**src/rtl/control_pkg.sv**
```systemverilog
// Shared definitions for the hardwired control sequencer.
//
// Contents:
//   - FSM state encoding (T0..T6, HALT) as legacy-compatible constants
//   - opcode constants and the R-format opcode range
//   - instruction-register field positions
//
// Optional feature macro used by the including RTL: ILLEGAL_TRAP_EN.
package control_pkg;

    // FSM state encoding
    localparam logic [2:0] ST_T0   = 3'd0;
    localparam logic [2:0] ST_T1   = 3'd1;
    localparam logic [2:0] ST_T2   = 3'd2;
    localparam logic [2:0] ST_T3   = 3'd3;
    localparam logic [2:0] ST_T4   = 3'd4;
    localparam logic [2:0] ST_T5   = 3'd5;
    localparam logic [2:0] ST_T6   = 3'd6;
    localparam logic [2:0] ST_HALT = 3'd7;

    // Opcodes
    localparam logic [4:0] OP_ROL  = 5'b01011;
    localparam logic [4:0] OP_MUL  = 5'b01111;
    localparam logic [4:0] OP_DIV  = 5'b10000;
    localparam logic [4:0] OP_NOP  = 5'b11010;
    localparam logic [4:0] OP_HALT = 5'b11011;

    // R-format opcodes occupy RFMT_LO..RFMT_HI inclusive
    localparam logic [4:0] RFMT_LO = 5'b00000;
    localparam logic [4:0] RFMT_HI = 5'b01101;

    // Instruction register field positions (MSB of each field)
    localparam int unsigned IR_OPC_MSB = 31;
    localparam int unsigned IR_RA_MSB  = 26;
    localparam int unsigned IR_RB_MSB  = 22;
    localparam int unsigned IR_RC_MSB  = 18;

endpackage

```
**src/rtl/control_sequencer_opcode_decoder.sv**
```systemverilog
// Combinational opcode classifier.
//
// Ports:
//   opcode     in   OPW  IR opcode field
//   is_rfmt    out  1    register-register ALU op
//   is_muldiv  out  1    multiply or divide
//   is_nop     out  1    explicit nop
//   is_halt    out  1    halt
//   is_illegal out  1    none of the above
//   alu_op     out  OPW  ALU operation code (opcode + 1, wrapping)
module opcode_decoder
    import control_pkg::*;
#(
    parameter int unsigned OPW = 5
) (
    input  logic [OPW-1:0] opcode,
    output logic           is_rfmt,
    output logic           is_muldiv,
    output logic           is_nop,
    output logic           is_halt,
    output logic           is_illegal,
    output logic [OPW-1:0] alu_op
);

    always_comb begin
        // RFMT_LO is zero, so only the upper bound needs comparing
        is_rfmt    = (opcode <= OPW'(RFMT_HI));
        is_muldiv  = (opcode == OPW'(OP_MUL)) || (opcode == OPW'(OP_DIV));
        is_nop     = (opcode == OPW'(OP_NOP));
        is_halt    = (opcode == OPW'(OP_HALT));
        is_illegal = !(is_rfmt || is_muldiv || is_nop || is_halt);
        alu_op     = opcode + OPW'(1);
    end

endmodule

```
**src/rtl/control_sequencer.sv**
```systemverilog
// Hardwired control unit for the single-bus datapath.
//
// Sequences fetch (T0-T2) and execute (T3-T6) for R-format ALU ops,
// mul/div, nop and halt. All outputs decode registered state only.
//
// Ports:
//   Clock, Clear(async, active low), Stop, MemReady, IR[31:0]  inputs
//   Gra/Grb/Grc, Rin/Rout                register select / load / drive
//   PCout..LOin                          datapath strobes
//   Read                                 memory read request
//   OP[OPW-1:0]                          ALU operation (T4-T6 only)
//   Run                                  low in HALT
//   Illegal                              sticky illegal-opcode flag
//
// Optional feature: define ILLEGAL_TRAP_EN to trap undefined opcodes
// (sets Illegal and halts). Without it they behave as nop and Illegal=0.
module control_sequencer
    import control_pkg::*;
#(
    parameter int unsigned OPW = 5,
    parameter int unsigned RFW = 4
) (
    input  logic           Clock,
    input  logic           Clear,
    input  logic           Stop,
    input  logic           MemReady,
    input  logic [31:0]    IR,
    output logic           Gra,
    output logic           Grb,
    output logic           Grc,
    output logic           Rin,
    output logic           Rout,
    output logic           PCout,
    output logic           PCin,
    output logic           IncPC,
    output logic           MARin,
    output logic           MDRin,
    output logic           MDRout,
    output logic           IRin,
    output logic           Yin,
    output logic           ZLowin,
    output logic           ZHighin,
    output logic           ZLowout,
    output logic           ZHighout,
    output logic           HIin,
    output logic           LOin,
    output logic           Read,
    output logic [OPW-1:0] OP,
    output logic           Run,
    output logic           Illegal
);

    logic [2:0]     state_q;
    logic [2:0]     state_d;
    // Low for the first cycle after Clear so the reset cycle drives no strobes
    logic           primed_q;
    logic           first_t1_q;
    logic           muldiv_q;
    logic [OPW-1:0] op_q;

    logic           dec_rfmt;
    logic           dec_muldiv;
    logic           dec_nop;
    logic           dec_halt;
    logic           dec_illegal;
    logic [OPW-1:0] dec_op;

    // Register fields are consumed by the select/encode logic, not here
    logic unused_ir_fields;
    assign unused_ir_fields = ^{IR[IR_OPC_MSB-OPW -: 3*RFW], IR[IR_OPC_MSB-OPW-3*RFW:0]};

    opcode_decoder #(
        .OPW(OPW)
    ) u_decoder (
        .opcode    (IR[IR_OPC_MSB -: OPW]),
        .is_rfmt   (dec_rfmt),
        .is_muldiv (dec_muldiv),
        .is_nop    (dec_nop),
        .is_halt   (dec_halt),
        .is_illegal(dec_illegal),
        .alu_op    (dec_op)
    );

    // Next-state logic
    always_comb begin
        state_d = state_q;
        case (state_q)
            ST_T0: state_d = ST_T1;
            ST_T1: if (MemReady) state_d = ST_T2;
            ST_T2: state_d = ST_T3;
            ST_T3: begin
                if (dec_halt)
                    state_d = ST_HALT;
                else if (dec_rfmt || dec_muldiv)
                    state_d = ST_T4;
`ifdef ILLEGAL_TRAP_EN
                else if (dec_illegal)
                    state_d = ST_HALT;
                else if (dec_nop)
                    state_d = Stop ? ST_HALT : ST_T0;
`else
                else if (dec_nop || dec_illegal)
                    state_d = Stop ? ST_HALT : ST_T0;
`endif
            end
            ST_T4: state_d = ST_T5;
            ST_T5: begin
                if (muldiv_q)
                    state_d = ST_T6;
                else
                    state_d = Stop ? ST_HALT : ST_T0;
            end
            ST_T6:   state_d = Stop ? ST_HALT : ST_T0;
            ST_HALT: state_d = ST_HALT;
            default: state_d = ST_T0;
        endcase
        if (!primed_q) state_d = ST_T0;
    end

    always_ff @(posedge Clock or negedge Clear) begin
        if (!Clear) begin
            state_q    <= ST_T0;
            primed_q   <= 1'b0;
            first_t1_q <= 1'b0;
            muldiv_q   <= 1'b0;
            op_q       <= '0;
        end else begin
            state_q    <= state_d;
            primed_q   <= 1'b1;
            first_t1_q <= (state_d == ST_T1) && (state_q != ST_T1);
            if (primed_q && state_q == ST_T3) begin
                muldiv_q <= dec_muldiv;
                op_q     <= (dec_rfmt || dec_muldiv) ? dec_op : '0;
            end else if (state_d == ST_T0 || state_d == ST_HALT) begin
                op_q <= '0;
            end
        end
    end

`ifdef ILLEGAL_TRAP_EN
    logic illegal_q;

    always_ff @(posedge Clock or negedge Clear) begin
        if (!Clear)
            illegal_q <= 1'b0;
        else if (primed_q && state_q == ST_T3 && dec_illegal)
            illegal_q <= 1'b1;
    end

    assign Illegal = illegal_q;
`else
    assign Illegal = 1'b0;
`endif

    assign OP  = op_q;
    assign Run = (state_q != ST_HALT);

    // Strobe decode from registered state
    always_comb begin
        Gra      = 1'b0;
        Grb      = 1'b0;
        Grc      = 1'b0;
        Rin      = 1'b0;
        Rout     = 1'b0;
        PCout    = 1'b0;
        PCin     = 1'b0;
        IncPC    = 1'b0;
        MARin    = 1'b0;
        MDRin    = 1'b0;
        MDRout   = 1'b0;
        IRin     = 1'b0;
        Yin      = 1'b0;
        ZLowin   = 1'b0;
        ZHighin  = 1'b0;
        ZLowout  = 1'b0;
        ZHighout = 1'b0;
        HIin     = 1'b0;
        LOin     = 1'b0;
        Read     = 1'b0;
        if (primed_q) begin
            case (state_q)
                ST_T0: begin
                    PCout  = 1'b1;
                    MARin  = 1'b1;
                    IncPC  = 1'b1;
                    ZLowin = 1'b1;
                end
                ST_T1: begin
                    ZLowout = 1'b1;
                    PCin    = first_t1_q;
                    Read    = 1'b1;
                    MDRin   = 1'b1;
                end
                ST_T2: begin
                    MDRout = 1'b1;
                    IRin   = 1'b1;
                end
                ST_T3: begin
                    Grb  = 1'b1;
                    Rout = 1'b1;
                    Yin  = 1'b1;
                end
                ST_T4: begin
                    Rout   = 1'b1;
                    ZLowin = 1'b1;
                    if (muldiv_q) begin
                        Gra     = 1'b1;
                        ZHighin = 1'b1;
                    end else begin
                        Grc = 1'b1;
                    end
                end
                ST_T5: begin
                    ZLowout = 1'b1;
                    if (muldiv_q) begin
                        LOin = 1'b1;
                    end else begin
                        Gra = 1'b1;
                        Rin = 1'b1;
                    end
                end
                ST_T6: begin
                    ZHighout = 1'b1;
                    HIin     = 1'b1;
                end
                default: ;
            endcase
        end
    end

endmodule

```
**config.mk**
```make
export PLATFORM = sky130hd
export DESIGN_NAME = control_sequencer
export DESIGN_NICKNAME = d
export VERILOG_FILES = /design/src/rtl/control_pkg.sv /design/src/rtl/control_sequencer_opcode_decoder.sv /design/src/rtl/control_sequencer.sv
export SDC_FILE = /design/constraint.sdc
export NUM_CORES = 1
export LEC_CHECK = 0
export BUFFER_PORTS_ARGS = -buffer_cell sky130_fd_sc_hd__clkbuf_2
export CAP_MARGIN = 10
export CORE_MARGIN = 1.5
export CORE_UTILIZATION = 40
export CTS_CLUSTER_DIAMETER = 100
export CTS_CLUSTER_SIZE = 28
export DETAILED_ROUTE_END_ITERATION = 10
export PLACE_DENSITY = 0.73
export SLEW_MARGIN = 20
export SYNTH_ARGS = -nofsm -noshare
export SYNTH_HDL_FRONTEND = slang
export SYNTH_HIERARCHICAL = 1
export SYNTH_SLANG_ARGS = --single-unit
```
**constraint.sdc**
```tcl
create_clock -name Clock -period 5.84 [get_ports Clock]
set_input_delay 1.168 -clock Clock [delete_from_list [all_inputs] [get_ports Clock]]
set_output_delay 1.168 -clock Clock [all_outputs]
set_load 0.005 [all_outputs]
```
==> impl_metrics.tcl <==
set metrics [dict create \
    end_kind "output pin" \
    timing.rr.start "state_q[1]$_DFF_PN0_" \
    cts_buffer_depth 2 \
    power_frac_clock_pct 26.7 \
    cp_max_fo 5 \
    maxCapViolCount 0 \
    path_delay_family "compound AO/OA/AOI/OAI gates" \
    grt_remaining_overflow 0 \
    syn_area_per_cell_um2 8.97 \
    cts_resized 0 \
    whs_path_depth 1 \
    cellLeakagePower_nw 0.559 \
    cts-root-buf "clkbuf_4" \
    cts_tree "yes" \
    p_int_mw 0.130 \
    setup-tns-final_ns 0 \
    clock_skew_ns 0.00116 \
    yosys_warnings 6 \
    htree_levels 1 \
    grt_pass1_vias 815 \
    syn_inst 105 \
    ys_seq_area_share_pct 29.2 \
    worst_slew_pin_slew_ns 0.607 \
    drc 0 \
    wirelength_um 2030 \
    status "finished, final reports clean" \
    finalHoldViolCount 0 \
    reg2reg_slack_ns 4.23 \
    max_slew_margin_pct 58.9 \
    drtPass1Iterations 4 \
    critPathMaxStageDelay_ns 0.59 \
    antenna_found_initial 0 \
    grt_usage_pct 16.9 \
    die-width_um 51.5 \
    clk_latency_ns 0.26 \
    synth_cell_types 43 \
    yosys_register_bits 11 \
    cp_data_required_time_ns 4.67 \
    io_buffers 34 \
    synthArstFlopShare_pct 100 \
    detail_route.wl_per_cell_um 12.6 \
    critPathKind "primary input to output pin" \
    start_util_pct 42.6 \
    ys.flop_type "dfrtp_1" \
    core_area_um2 2210 \
    total_power_mw 0.188 \
    drive_above_1_share_pct 36.8 \
    nNetsFinal 174 \
    cts.clk_slew.worst_paths_ns 0.06 \
    peakVddDrop_mv 0.132 \
    swShare_pct 31.1 \
    synth_area_um2 942 \
    fin_crit_sh_pct 74.9 \
    crit_top_cell "clkbuf_2" \
    worst-path-buf-inv 3 \
    numCtsBuffers 3 \
    crit_cells 10 \
    syn-num-nets 145 \
    critPathCapture "PCout" \
    syn_to_final_growth_pct 16.7 \
    grt_pass1_wl_um 3360 \
    setup_viol 0 \
    drt-initial-drc-count 8 \
    num_io_pins 63 \
    cp_data_arrival_time_ns 3.21 \
    die-area_um2 2660 \
    pwr-share-seq_pct 46.8 \
    hold_path_class "register to register" \
    final_common_cell "clkbuf_2" \
    antennaDiodeCount 0 \
    globalplace.congestion 0.787 \
    fmax_ghz 0.228 \
    die_h_um 51.5 \
    synth-edff-count 0 \
    p_sw_mw 0.0586 \
    cp_cell_sequence "clkbuf_2 > inv_1 > ha_1 > o211ai_1 > o2111a_1 > o21bai_1 > a21oi_2 > a21oi_1 > nor4b_1 > clkbuf_2" \
    placementRows 17 \
    worstReg2RegEnd "first_t1_q$_DFF_PN0_" \
    final_cell_mix "34 x clkbuf_2, 11 x dfrtp_1, 8 x nor2_1, 6 x inv_1" \
    p_comb_share_pct 26.5 \
    postCtsHoldBufs 0 \
    grt_max_degree 16 \
    via_count 839 \
    cts_sinks 11 \
    crit_start "IR[27]" \
    drv_slew 0 \
    min_period_ns 4.38 \
    power.density_nw_per_um2 171 \
    cts_setup_buffers 0 \
    reg2reg_depth 4 \
    drtAntennaViolNets 0 \
    avgViaCountPerCell 5.21 \
    cp-start-kind "primary input" \
    slowest_stage "nor4b_1" \
    rsz0062_at_grt "false" \
    dp_hpwl_um 1610 \
]
## power groups by stage
| stage | sequential [mW] | combinational [mW] | clock [mW] |
|---|---|---|---|
| after detailed placement | 0.0893 | 0.0500 | 0 |
| after global placement | 0.0889 | 0.0484 | 0 |
| after floorplan | 0.0843 | 0.0407 | 0 |
| after CTS | 0.0879 | 0.0502 | 0.0526 |
| after global routing | 0.0892 | 0.0555 | 0.0576 |
| final | 0.0881 | 0.0499 | 0.0503 |
## how the worst min path moves through the flow
stage / startpoint / slack, ns / end
5_1_grt: OP[1]$_DFFE_PN0P_ / 0.55 / OP[1]$_DFFE_PN0P_
2_1_floorplan: OP[0]$_DFFE_PN0P_ / 0.50 / OP[0]$_DFFE_PN0P_
4_1_cts: OP[3]$_DFFE_PN0P_ / 0.51 / OP[3]$_DFFE_PN0P_
6_report: OP[3]$_DFFE_PN0P_ / 0.51 / OP[3]$_DFFE_PN0P_
3_5_place_dp: OP[3]$_DFFE_PN0P_ / 0.49 / OP[3]$_DFFE_PN0P_
3_3_place_gp: OP[0]$_DFFE_PN0P_ / 0.49 / OP[0]$_DFFE_PN0P_
## sequential cells by signal (all words and copies together) (netlist names)
| register | cells |
|---|---|
| OP | 5 |
| first_t1_q | 1 |
| muldiv_q | 1 |
| primed_q | 1 |
| state_q | 3 |
## worst register-to-register path, delay by kind of cell (launching register included)
family,cells,cell delay (ns)
flops,1,0.63
simple gates,2,0.56
compound gates,2,0.30
## synth_stat cells, types with 3 or more instances
| cell type | n | area (um^2) |
|---|---|---|
| inv_1 | 6 | 22.5 |
| a22o_1 | 5 | 43.8 |
| nand3_1 | 3 | 15.0 |
| ha_1 | 4 | 50.1 |
| or2_1 | 4 | 25.0 |
| nand2b_1 | 5 | 31.3 |
| o22ai_2 | 4 | 50.1 |
| dfrtp_1 | 11 | 275 |
| nand2_1 | 3 | 11.3 |
| buf_4 | 7 | 52.6 |
| nor2_1 | 8 | 30.0 |
## per-layer routing
layer | global-route usage (%) | up-vias | wire length, um
li1 | - | 420 | -
met1 | 18.9 | 375 | 829
met2 | 29.5 | 37 | 1010
met3 | 5.46 | 7 | 147
met4 | 6.58 | 0 | 46
met5 | 0 | - | 0
## final cells by class
cell class	count	area (um^2)
Tap cell	28	35.0
Sequential cell	11	275
Multi-Input combinational cell	77	567
Clock buffer	4	26.3
Fill cell	242	1110
Inverter	7	26.3
Timing Repair Buffer	34	170
## metrics by stage
| stage | instance area, um^2 | hold WS (ns) | utilization (%) | cells | setup slack [ns] |
|---|---|---|---|---|---|
| 2_1_floorplan | 942 | 0.498 | - | 105 | 1.86 |
| 3_3_place_gp | 1070 | 0.495 | 48.5 | 157 | 1.66 |
| 3_5_place_dp | 1070 | 0.490 | 48.5 | 157 | 1.50 |
| 4_1_cts | 1100 | 0.514 | 49.7 | 161 | 1.49 |
| 5_1_grt | 1100 | 0.554 | 49.7 | 161 | 1.30 |
| 6_report | 1100 | 0.514 | 49.7 | 161 | 1.46 |
## cell families after synthesis
family / share of synthesized area [%]
flops: 29.2
simple gates: 26.0
xor+xnor: 2.79
other cells: 0.797
buf+inv: 10.6
mux: 1.20
fa+ha+maj: 5.31
compound gates: 24.0
Note: power is estimated with default switching activity, not from simulation.
